### config.mk
export PLATFORM = sky130hd
export DESIGN_NAME = arith_fptoui_pipe
export DESIGN_NICKNAME = d
export VERILOG_FILES = /design/src/rtl/arith_fp_pkg.sv /design/src/rtl/arith_fp_unpack.sv /design/src/rtl/arith_fptoui_pipe.sv
export SDC_FILE = /design/constraint.sdc
export NUM_CORES = 1
export LEC_CHECK = 0
export CAP_MARGIN = 20
export CORE_MARGIN = 2
export CORE_UTILIZATION = 33
export DETAILED_ROUTE_END_ITERATION = 8
export PLACE_DENSITY = 0.49
export SETUP_SLACK_MARGIN = 0.5
export SLEW_MARGIN = 40
export SYNTH_ARGS = -nofsm -noshare
export SYNTH_HDL_FRONTEND = slang
export SYNTH_SLANG_ARGS = --single-unit
### constraint.sdc
create_clock -name clk -period 3.4 [get_ports clk]
set_input_delay 0.68 -clock clk [delete_from_list [all_inputs] [get_ports clk]]
set_output_delay 0.68 -clock clk [all_outputs]
set_load 0.02 [all_outputs]
### src/rtl/arith_fp_pkg.sv
// Shared IEEE-754 field definitions for the arith fp op library.
// Format geometry lookups plus the unpacked-field struct produced by arith_fp_unpack.
package arith_fp_pkg;

    typedef enum logic [2:0] {
        FP_ZERO = 3'd0,
        FP_SUBN = 3'd1,
        FP_NORM = 3'd2,
        FP_INF  = 3'd3,
        FP_NAN  = 3'd4
    } fp_class_e;

    localparam int F32_EXP_W = 8;
    localparam int F32_MAN_W = 23;
    localparam int F32_BIAS  = 127;
    localparam int F64_EXP_W = 11;
    localparam int F64_MAN_W = 52;
    localparam int F64_BIAS  = 1023;

    // Struct is sized for the widest format; narrower formats zero-extend sig.
    localparam int FLD_SIG_W = F64_MAN_W + 1;
    localparam int FLD_E_W   = F64_EXP_W + 2;

    typedef struct packed {
        logic                       sign;
        logic signed [FLD_E_W-1:0]  e;
        logic [FLD_SIG_W-1:0]       sig;
        fp_class_e                  cls;
    } fp_fields_t;

    function automatic int fp_exp_w(input int width);
        return (width == 64) ? F64_EXP_W : F32_EXP_W;
    endfunction

    function automatic int fp_man_w(input int width);
        return (width == 64) ? F64_MAN_W : F32_MAN_W;
    endfunction

    function automatic int fp_bias(input int width);
        return (width == 64) ? F64_BIAS : F32_BIAS;
    endfunction

endpackage

### src/rtl/arith_fp_unpack.sv
// Purpose: split an IEEE-754 operand into sign, unbiased exponent, significand and class.
// Latency: combinational. Backpressure: none, pure function of the operand.
module arith_fp_unpack
    import arith_fp_pkg::*;
#(
    parameter int IN_WIDTH = 32
) (
    input  logic [IN_WIDTH-1:0] op_i,
    output fp_fields_t          fields_o
);

    localparam int EXP_W = fp_exp_w(IN_WIDTH);
    localparam int MAN_W = fp_man_w(IN_WIDTH);
    localparam int BIAS  = fp_bias(IN_WIDTH);

    logic [EXP_W-1:0] exp_raw;
    logic [MAN_W-1:0] man;

    assign exp_raw = op_i[IN_WIDTH-2 -: EXP_W];
    assign man     = op_i[MAN_W-1:0];

    always_comb begin
        fields_o      = '0;
        fields_o.sign = op_i[IN_WIDTH-1];
        fields_o.sig  = FLD_SIG_W'({exp_raw != '0, man});
        fields_o.e    = $signed(FLD_E_W'(exp_raw)) - $signed(FLD_E_W'(BIAS));
        if (exp_raw == '1) begin
            fields_o.cls = (man != '0) ? FP_NAN : FP_INF;
        end else if (exp_raw == '0) begin
            fields_o.cls = (man != '0) ? FP_SUBN : FP_ZERO;
        end else begin
            fields_o.cls = FP_NORM;
        end
    end

endmodule

### src/rtl/arith_fptoui_pipe.sv
// Purpose: IEEE-754 f32/f64 -> unsigned int, truncating and saturating (flags via ARITH_FPTOUI_FLAGS_EN).
// Latency: 2 cycles accept->out_valid, 1 result/cycle. Backpressure: valid/ready, in_ready drops only when both stages hold data.
module arith_fptoui_pipe
    import arith_fp_pkg::*;
#(
    parameter int IN_WIDTH  = 32,
    parameter int OUT_WIDTH = 32
) (
    input  logic                 clk,
    input  logic                 rst_n,
    input  logic                 in_valid,
    output logic                 in_ready,
    input  logic [IN_WIDTH-1:0]  in_data,
    output logic                 out_valid,
    input  logic                 out_ready,
    output logic [OUT_WIDTH-1:0] out_data
`ifdef ARITH_FPTOUI_FLAGS_EN
    ,
    output logic [1:0]           out_flags
`endif
);

    localparam int MAN_W = fp_man_w(IN_WIDTH);
    localparam int SH_W  = $clog2((OUT_WIDTH > MAN_W + 1) ? OUT_WIDTH : MAN_W + 1) + 1;
    localparam logic signed [FLD_E_W-1:0] E_OUT = FLD_E_W'(OUT_WIDTH);
    localparam logic signed [FLD_E_W-1:0] E_MAN = FLD_E_W'(MAN_W);

    if (!(IN_WIDTH == 32 || IN_WIDTH == 64)) begin : g_bad_in_width
        $fatal(1, "arith_fptoui_pipe: IN_WIDTH must be 32 or 64");
    end
    if (OUT_WIDTH < 8 || OUT_WIDTH > 64) begin : g_bad_out_width
        $fatal(1, "arith_fptoui_pipe: OUT_WIDTH must be 8..64");
    end

    fp_fields_t            unp_fields;
    fp_fields_t            s1_q;
    logic                  s1_vld_q;
    logic                  s2_vld_q;
    logic [OUT_WIDTH-1:0]  s2_dat_q;
    logic [OUT_WIDTH-1:0]  res_d;
    logic [SH_W-1:0]       lsh;
    logic [SH_W-1:0]       rsh;
    logic                  s2_adv;
    logic                  s1_adv;

    arith_fp_unpack #(
        .IN_WIDTH (IN_WIDTH)
    ) u_unpack (
        .op_i     (in_data),
        .fields_o (unp_fields)
    );

    assign s2_adv   = !s2_vld_q || out_ready;
    assign s1_adv   = !s1_vld_q || s2_adv;
    assign in_ready = s1_adv;

    // Only one of these is meaningful per operand, selected by e vs MAN_W.
    assign lsh = SH_W'(s1_q.e - E_MAN);
    assign rsh = SH_W'(E_MAN - s1_q.e);

    always_comb begin
        res_d = '0;
        if (s1_q.cls == FP_INF && !s1_q.sign) begin
            res_d = '1;
        end else if (s1_q.cls == FP_NORM && !s1_q.sign && !s1_q.e[FLD_E_W-1]) begin
            if (s1_q.e >= E_OUT) begin
                res_d = '1;
            end else if (s1_q.e >= E_MAN) begin
                res_d = OUT_WIDTH'({64'd0, s1_q.sig} << lsh);
            end else begin
                res_d = OUT_WIDTH'(s1_q.sig >> rsh);
            end
        end
    end

    always_ff @(posedge clk or negedge rst_n) begin
        if (!rst_n) begin
            s1_vld_q <= 1'b0;
            s1_q     <= '0;
            s2_vld_q <= 1'b0;
            s2_dat_q <= '0;
        end else begin
            if (s1_adv) begin
                s1_vld_q <= in_valid;
            end
            if (s1_adv && in_valid) begin
                s1_q <= unp_fields;
            end
            if (s2_adv) begin
                s2_vld_q <= s1_vld_q;
            end
            if (s2_adv && s1_vld_q) begin
                s2_dat_q <= res_d;
            end
        end
    end

    assign out_valid = s2_vld_q;
    assign out_data  = s2_dat_q;

`ifdef ARITH_FPTOUI_FLAGS_EN
    // flags_d = {invalid, inexact}
    logic [1:0] flags_d;
    logic [1:0] s2_flg_q;

    always_comb begin
        flags_d = 2'b00;
        case (s1_q.cls)
            FP_NAN:  flags_d = 2'b10;
            FP_INF:  flags_d = 2'b10;
            FP_SUBN: flags_d = 2'b01;
            FP_NORM: begin
                if (s1_q.e[FLD_E_W-1]) begin
                    flags_d = 2'b01;
                end else if (s1_q.sign || s1_q.e >= E_OUT) begin
                    flags_d = 2'b10;
                end else if (s1_q.e < E_MAN) begin
                    flags_d[0] = |(s1_q.sig & ((FLD_SIG_W'(1) << rsh) - FLD_SIG_W'(1)));
                end
            end
            default: flags_d = 2'b00;
        endcase
    end

    always_ff @(posedge clk or negedge rst_n) begin
        if (!rst_n) begin
            s2_flg_q <= 2'b00;
        end else if (s2_adv && s1_vld_q) begin
            s2_flg_q <= flags_d;
        end
    end

    assign out_flags = s2_flg_q;
`endif

endmodule

## Word level (Yosys, flattened, before mapping)

Cells that the tools add are included.

- Muxes and demuxes: 8
- Reductions and logical operators: 14
- Add/subtract/negate cells: 3
- Equal/unequal tests: 3
- Shift-type cells: 2
- Order comparisons: 2

Operators with widths:

| kind | count |
|---|---|
| 32-bit two-way mux | 4 |
| 24-bit by 6-bit left shift with 32-bit output | 1 |
| 24-bit by 6-bit >> shifter with 32-bit output | 1 |
| 23-bit nonzero test | 1 |
| 9-bit by 6-bit >= comparator with 1-bit output, second input constant | 1 |
| 9-bit by 7-bit >= comparator with 1-bit output, second input constant | 1 |
| 3-bit two-way mux | 3 |
| 8-bit by 7-bit subtractor with 9-bit output, second input constant | 1 |
| 8-bit == test, second input constant | 1 |
| 8-bit logical NOT | 1 |
| 8-bit nonzero test | 1 |
| 3-bit by 2-bit == test with 1-bit output, second input constant | 2 |
| 6-bit subtractor, first input constant | 1 |
| 6-bit subtractor, second input constant | 1 |
| 1-bit logical AND | 5 |
| 1-bit logical NOT | 4 |
| 1-bit logical OR | 2 |
| 1-bit two-way mux | 1 |

- Word-level logic and storage cells: 39
- Output and inout bits: 34
- Register bits after elaboration: 71

## Depth between registers and ports, before layout

Gate-level depths: netlist of the first run.

- Depth after elaboration: 6
- Mapped depth: 15
- Depth with buffers taken out: 8

## By module

From an unflattened synthesis of the first run, not the netlist that was laid out.

- Cells, all modules: 1027
- Area total of the unflattened synthesis: 10466.3 sq um

Modules (own cells, without submodules):

| module | area an instance (sq um) | seq. area each (sq um) | times used | cells an instance |
|---|---|---|---|---|
| arith_fptoui_pipe | 9800.6 | 2602.5 | 1 | 932 |
| arith_fp_unpack | 665.6 | 0.0 | 1 | 95 |

## Worst setup path after synthesis of the first run

No wires, ideal clock.

- Path type: flip-flop to flip-flop
- From: reg s1_q[56] (netlist name)
- To: reg s2_dat_q[22] (netlist: out_data[22])
- Setup slack: 498 ps
- Setup time: 66 ps
- Path buffers: 8
- Arrival time: 2837 ps
- Cell stages (with the launch flop): 16
- Period minus slack after synthesis: 2902 ps
- Path through: dfrtp_1 buf_6 buf_6 buf_4 buf_4 inv_1 ha_1 buf_2 buf_4 buf_2 buf_2 mux2i_1 nand2_1 a221oi_1 o21ai_1 nand2_1

- Word-level cells in the longest chain between the ends: 6

RTL lines:

| what | line | RTL |
|---|---|---|
| from (decl) | arith_fptoui_pipe.sv:36 | `fp_fields_t s1_q;` |
| from (signal assigned) | arith_fptoui_pipe.sv:87 | `s1_q <= unp_fields;` |
| 6-bit subtractor (on tied branches) | arith_fptoui_pipe.sv:59, arith_fptoui_pipe.sv:58 |  |
| 24-bit by 6-bit >> shifter with 32-bit output / 24-bit by 6-bit left shift with 32-bit output (equally long branches) | arith_fptoui_pipe.sv:71, arith_fptoui_pipe.sv:69 |  |
| 32-bit two-way mux | arith_fptoui_pipe.sv:68 | `end else if (s1_q.e >= E_MAN) begin` |
| 32-bit two-way mux (*) | arith_fptoui_pipe.sv:66 | `if (s1_q.e >= E_OUT) begin` |
| 32-bit two-way mux (*) | arith_fptoui_pipe.sv:65 | `end else if (s1_q.cls == FP_NORM && !s1_q.sign && !s1_q.e[FLD_E_W-1]) begin` |
| 32-bit two-way mux (*) | arith_fptoui_pipe.sv:63 | `if (s1_q.cls == FP_INF && !s1_q.sign) begin` |
| to (signal assigned) | arith_fptoui_pipe.sv:93 | `s2_dat_q <= res_d;` |
| to (decl) | arith_fptoui_pipe.sv:39 | `logic [OUT_WIDTH-1:0] s2_dat_q;` |

Mark *: on every way between the ends. The rest lies on a longest branch, timed or not.
A chain may end at the register's enable or synchronous reset.

## Worst setup path after layout of the first run

- From: in out_ready
- To: out in_ready

- Word-level cells in the longest chain between the ends: 2

RTL lines:

| what | line | RTL |
|---|---|---|
| from (decl) | arith_fptoui_pipe.sv:15 | `input logic out_ready,` |
| 1-bit logical OR | arith_fptoui_pipe.sv:53 | `assign s2_adv = !s2_vld_q \|\| out_ready;` |
| 1-bit logical OR | arith_fptoui_pipe.sv:54 | `assign s1_adv = !s1_vld_q \|\| s2_adv;` |
| to (decl) | arith_fptoui_pipe.sv:12 | `output logic in_ready,` |

No other way between the ends.

==> results of run 1 <==
worst max-delay path by stage:
stage                    startpoint  depth (start not counted)  slack, ns                  endpoint
6_report                  out_ready                          3       0.69                  in_ready
5_1_grt        s1_q[59]$_DFFE_PN0P_                          9       0.55  out_data[11]$_DFFE_PN0P_
4_1_cts        s1_q[56]$_DFFE_PN0P_                          7       0.61  out_data[18]$_DFFE_PN0P_
3_5_place_dp   s1_q[56]$_DFFE_PN0P_                          7       0.63  out_data[18]$_DFFE_PN0P_
3_3_place_gp   s1_q[57]$_DFFE_PN0P_                          8       0.67  out_data[18]$_DFFE_PN0P_
2_1_floorplan  s1_q[56]$_DFFE_PN0P_                         13       0.51  out_data[18]$_DFFE_PN0P_
layout make-up:
| type | count | area share |
|---|---|---|
| clock inverters | 6 | 0.00507 |
| flip-flops and latches | 71 | 0.249 |
| clock buffers | 10 | 0.0334 |
| inverters | 11 | 0.00577 |
| multi-input cells | 491 | 0.541 |
| well taps | 229 | 0.0401 |
| repair buffers | 97 | 0.126 |
kinds of logic (layout without fill, tap and decap cells):
| kind of cell | after synthesis | count (layout) | share of synthesized area |
|---|---|---|---|
| compound gates | 171 | 171 | 0.187 |
| xor+xnor | 14 | 14 | 0.0300 |
| fa+ha+maj | 7 | 7 | 0.0147 |
| buf+inv | 63 | 124 | 0.0543 |
| flops | 71 | 71 | 0.298 |
| mux | 116 | 116 | 0.275 |
| simple gates | 183 | 183 | 0.141 |
cells in the mapped netlist (3+ instances only):
library cell	instances
dfrtp_1	71
nor2_1	60
nand2_1	53
o21ai_0	41
mux2_2	39
mux2i_1	36
a21oi_1	35
mux4_2	33
clkbuf_1	23
a31oi_1	15
buf_2	13
nand3_1	11
nor3_1	11
a221oi_1	10
o21ai_1	10
nand2b_1	9
nor4_1	9
inv_1	8
xnor2_1	8
a211oi_1	7
ha_1	7
o31ai_1	7
a21o_1	6
buf_4	6
nor2b_1	6
and2_1	5
buf_6	5
mux2_1	5
o211ai_1	5
o21a_1	5
and3_1	4
buf_1	4
or3_1	4
a22o_1	3
a32oi_1	3
inv_2	3
nand4_1	3
o22ai_1	3
xor2_1	3
registers in the layout, summed over array words and instances, names as in the netlist:
name       flops
s1_q          37
out_data      32
out_valid      1
s1_vld_q       1
worst register-to-register path, cell delays in order, from the launching register on:
cell	delay, ns
dfrtp_1	0.38
inv_2	0.38
ha_1	0.26
a41oi_2	0.18
xor2_1	0.25
or2_1	0.34
nor2_1	0.11
buf_4	0.18
a221oi_1	0.41
nor2_1	0.08
metrics by stage:
| stage | utilization | power (mW) | worst slack, ns | hold WS (ns) |
|---|---|---|---|---|
| 6_report | 0.401 | 4.73 | 0.692 | 0.327 |
| 5_1_grt | 0.401 | 5.00 | 0.546 | 0.377 |
| 4_1_cts | 0.401 | 4.73 | 0.612 | 0.349 |
| 3_5_place_dp | 0.385 | 3.82 | 0.629 | 0.469 |
| 3_3_place_gp | 0.385 | 3.82 | 0.666 | 0.454 |
| 2_1_floorplan | - | 2.91 | 0.506 | 0.384 |
where the power goes:
part           internal [mW]  leakage, nW  switching, mW
Clock                  0.509        0.138          0.393
Sequential              1.02        0.850          0.207
Combinational           1.12         1.82           1.48
Total                   2.65         2.80           2.08
timing repair:
action,4_1_cts,5_1_grt
resized for setup,0,2
endpoints found under the setup margin,0,5
hold endpoints to repair,0,0
per-layer routing:
metal,routed length [um],up-vias,share of wire
li1,-,2471,-
met1,9670,2614,0.47
met2,9170,192,0.45
met3,1030,36,0.050
met4,538,0,0.026
met5,0,-,0
==> summary.txt, run 1 <==
Critical path's top delay family: buffers and inverters
Initial Util: 0.334
Drt pass-1 iters: 4
Reg clk slew, reported paths: 0.06 ns
Root buf cell: clkbuf_16
Minimum clock period after layout: 2.71 ns
Prevailing post-synth register cell: dfrtp_1
Final wirelength: 20.4 mm
Relative slew slack: 0.464
Clk buf depth: 2
Syn Area/Cell: 9.55 sq um
Reg-to-reg slack, setup: 0.70 ns
CP Launch Type: input port
Die width: 138 um
Flops & latches, synth: 71
PortBufs: 69
Async SR Flop Fraction: 1.00
Top cells by area, synth: dfrtp_1 (30%), mux4_2 (12%), mux2_2 (7.4%)
Gr ovfl total: 0
First-pass GRT wire length: 32.2 mm
Unrepaired setup endpoints after global routing: false
Initial antenna violation count: 0
Buf+Inv Stages, Crit Path: 2
Least-Margin Pin Slew: 0.798 ns
Worst Path Required: 2.72 ns
Most frequent cells in the layout: dfrtp_1 (70), clkdlybuf4s50_1 (68), nor2_1 (60)
CP Max Fanout: 4
Arr. time, crit path: 2.03 ns
Share of cells above drive strength 1: 0.194
Placed Instances: 899
Total track usage: 0.216
N_diodes: 0
Setup TNS: 0 ns
Max Clock Skew: 0.00556 ns
Max Slew Vio Count: 0
H-tree depth: 3
Largest net degree at the start of global routing: 48
Leakage power: 2.80 nW
Layer with the highest usage: met2
CP Capture Type: output port
Final period utilization: 0.796
Drt drc: 0
Slowest Stage Delay on Critical Path: 0.65 ns
Post-synth net total: 668
Fill cells: 1759
Final Setup Violations: 0
Synth Cell Area: 5970 sq um
CTS Buf Count: 9
Max cap viols: 0
Core area: 17800 sq um
Register area: 1780 sq um
Detailed Place HPWL: 15.7 mm
Placed inst area: 6870 sq um
Max Fclk: 0.369 GHz
Hold-fix buffers, CTS: 0
Slowest-stage cell, CP: clkdlybuf4s50_1
Area grow syn2layout: 19.8%
Worst-path cell chain: clkdlybuf4s50_1, nand3b_1, clkdlybuf4s50_1
R2r endpoint: out_data[11]$_DFFE_PN0P_
Yosys top cell area share: 0.298
Worst Hold Class: in2async
Status: completed
Routing usage on met2: 0.328
Reg2reg path depth: 9
Met3 Use GR: 0.0360
EDFF count, synth: 0
Launch point of the worst reg-to-reg path: s1_q[59]$_DFFE_PN0P_
Distinct cell type count after synthesis: 68
Worst-Skew Late Latency: 0.35 ns
Peak VDD IR: 0.298 mV
Final hold viol count: 0
Full die area: 19200 sq um
Design Area, Final: 7150 sq um
CTS tree: yes
Power Density: 661 nW/um^2
Nets@finish: 724
Area occupied by multi-input gates: 3870 sq um
GPL Wtd Cong: 0.936
Post-route insts no fill: 915
DRT iter0 DRCs: 437
Detailed-route via count: 5313
Vias in the first global route: 5204
Most common cell after layout, fill and taps aside: dfrtp_1
I/O pins: 70
Antenna viol nets, final: 0
Routed length per instance: 22.3 um
Total clock sinks: 71
Die height: 138 um
Via density per instance: 5.81
Met1 Track Usage GR: 0.310
Yosys warning total: 0
CP Class: in2out
Cell taking the most area after synthesis: dfrtp_1
Std-Cell Rows: 49
Sequential share of the synthesized area: 0.298
Cell mode on critical path: clkdlybuf4s50_1
# Post-CTS Setup Buffers: 0
Post-Synthesis Cells: 625
Note: power is estimated with default switching activity, not from simulation.
==> run 2: changes to the inputs <==
- clock period: 3.4 -> 2.6 ns (I/O delays scaled with it)
==> run 2 against run 1 <==
Clock skew increased by 0.0085 ns. Setup slack got worse by 0.56 ns. Critical endpoint is now out_data[18]$_DFFE_PN0P_. Critical path depth increased by 7. Total power increased by 66%. First-iteration DRC count increased by 38%. Core utilization increased by 8.5 points. Design area increased by 21%. Sequential cell count unchanged. Routed wire length increased by 5.6%. Via count increased by 8.3%. Clock-buffer cell count unchanged. Non-clock buffer count increased by 72.
==> summary.txt, run 2 (synthesized netlist as in run 1, its figures left out) <==
Leakage power: 3.38 nW (+20%)
Drt pass-1 iters: 5 (+1)
Most common cell after layout, fill and taps aside: clkdlybuf4s50_1
CTS Buf Count: 9 (unchanged)
Max Slew Vio Count: 0 (unchanged)
CP Max Fanout: 6 (+2)
Core area: 17800 sq um (unchanged)
Initial Util: 0.334 (unchanged)
Slowest Stage Delay on Critical Path: 0.44 ns (-0.21 ns)
Root buf cell: clkbuf_16
Antenna viol nets, final: 0 (unchanged)
Power Density: 907 nW/um^2 (+37%)
Final wirelength: 21.6 mm (+5.6%)
Cell mode on critical path: buf_12
Total clock sinks: 71 (unchanged)
Minimum clock period after layout: 2.47 ns
Final core occ: 0.486 (+0.0853)
Largest net degree at the start of global routing: 48 (unchanged)
CP Class: reg2reg
N_diodes: 0 (unchanged)
Final period utilization: 0.951
Std-Cell Rows: 49 (unchanged)
Vias in the first global route: 5570 (+7.0%)
Unrepaired setup endpoints after global routing: true
Full die area: 19200 sq um (unchanged)
Via density per instance: 5.82 (+0.30%)
Design Area, Final: 8670 sq um (+21%)
Placed inst area: 7200 sq um (+4.8%)
CTS tree: yes
Worst Path Required: 2.82 ns (+0.10 ns)
Final hold viol count: 0 (unchanged)
Detailed Place HPWL: 15.6 mm (-0.81%)
Gr ovfl total: 0 (unchanged)
GPL Wtd Cong: 0.904 (-3.4%)
PortBufs: 69 (unchanged)
Max Clock Skew: 0.0141 ns (+0.00851 ns)
Clk buf depth: 2 (unchanged)
Most frequent cells in the layout: clkdlybuf4s50_1 (67), dfrtp_1 (66), buf_4 (64)
DRT iter0 DRCs: 604 (+38%)
Status: completed
Final Setup Violations: 0 (unchanged)
Max cap viols: 0 (unchanged)
Share of cells above drive strength 1: 0.385 (+0.191)
Max Fclk: 0.404 GHz
Detailed-route via count: 5754 (+8.3%)
Routed length per instance: 21.8 um (-2.2%)
Worst-Skew Late Latency: 0.35 ns (about the same)
Die height: 138 um (unchanged)
Die width: 138 um (unchanged)
Peak VDD IR: 0.367 mV (+23%)
Relative slew slack: 0.619 (+0.155)
Worst-path cell chain: inv_4, ha_4, buf_12, buf_12, mux4_2, mux2_4, a32oi_2, buf_4, a21oi_1, o32a_1
Reg clk slew, reported paths: 0.07 ns (about the same)
Initial antenna violation count: 0 (unchanged)
Drt drc: 0 (unchanged)
Buf+Inv Stages, Crit Path: 4 (+2)
H-tree depth: 3 (unchanged)
Reg-to-reg slack, setup: 0.13 ns (-0.57 ns)
Worst Hold Class: in2async
Least-Margin Pin Slew: 0.566 ns (-0.232 ns)
Max reg flops: 37 (unchanged)
Critical path's top delay family: multiplexers
Nets@finish: 797 (+10%)
First-pass GRT wire length: 33.1 mm (+2.8%)
Reg with most FFs: s1_q
CP Capture Type: flop
Total track usage: 0.220 (+0.00423)
Area grow syn2layout: 45.3%
Hold-fix buffers, CTS: 0 (unchanged)
I/O pins: 70 (unchanged)
Slowest-stage cell, CP: dfrtp_2
CP Launch Type: flop
Arr. time, crit path: 2.69 ns (+0.66 ns)
run 2: changes by cell type in the layout (fill, tap and decap cells not counted), sizes merged:
cell	change
buf	+69
clkbuf	+3
clkinv	-3
bufinv	+2
clkinvlp	+2
clkdlybuf4s50	-1
dlygate4sd2	+1
inv	-1
nor2	+1
run 2: final cells by class:
cell class / instances / area [sq um]
clock inverter: 6 / 85.1
fill: 1626 / 9170
timing repair buffer: 169 / 1770
clock buffer: 10 / 229
multi-input combinational: 492 / 4450
inverter: 11 / 60.1
sequential: 71 / 1780
tap: 229 / 287
run 2: worst paths after layout:
kind                                            from                       end  cells after the start
min in group clk                s1_q[62]$_DFFE_PN0P_      s1_q[62]$_DFFE_PN0P_                      2
worst min register to register  s1_q[62]$_DFFE_PN0P_      s1_q[62]$_DFFE_PN0P_                      2
worst max register to register  s1_q[56]$_DFFE_PN0P_  out_data[18]$_DFFE_PN0P_                     10
worst max-delay path            s1_q[56]$_DFFE_PN0P_  out_data[18]$_DFFE_PN0P_                     10
worst min-delay path                           rst_n  out_data[10]$_DFFE_PN0P_                      1
max in group asynchronous                      rst_n      s1_q[14]$_DFFE_PN0P_                      2
run 2: metrics by stage:
stage          setup slack (ns)  power (mW)  setup TNS, ns  hold WS (ns)  std cells
2_1_floorplan           -0.0274        3.96        -0.0323         0.224        625
3_3_place_gp             0.0597        5.27              0         0.459        915
4_1_cts                   0.137        7.20              0         0.278        957
5_1_grt                  0.0622        8.23              0         0.157        988
3_5_place_dp             0.0528        5.27              0         0.476        915
6_report                  0.127        7.86              0         0.121        988
run 2: what timing repair did:
| item | 4_1_cts | 5_1_grt |
|---|---|---|
| pin swaps | 13 | 31 |
| endpoints found under the setup margin | 33 | 32 |
| resized for setup | 64 | 72 |
| cloned | 2 | 4 |
| buffers inserted | 24 | 27 |
| hold endpoints to repair | 0 | 0 |
run 2: per-layer routing:
| metal | share of wire | global-route usage |
|---|---|---|
| met3 | 0.048 | 0.0274 |
| met5 | 0 | 0 |
| met2 | 0.45 | 0.335 |
| met4 | 0.033 | 0.0913 |
| met1 | 0.46 | 0.319 |
run 2: power by group:
group,internal [mW],total [mW],switching [mW]
combinational,2.42,4.90,2.48
clock,0.837,1.34,0.500
sequential,1.34,1.62,0.284
total,4.60,7.86,3.27
==> run 3: changes to the inputs <==
- SKIP_LAST_GASP: not set -> 1
==> results of run 3 <==
No change in the layout: final DEF, timing and power equal those of run 2.
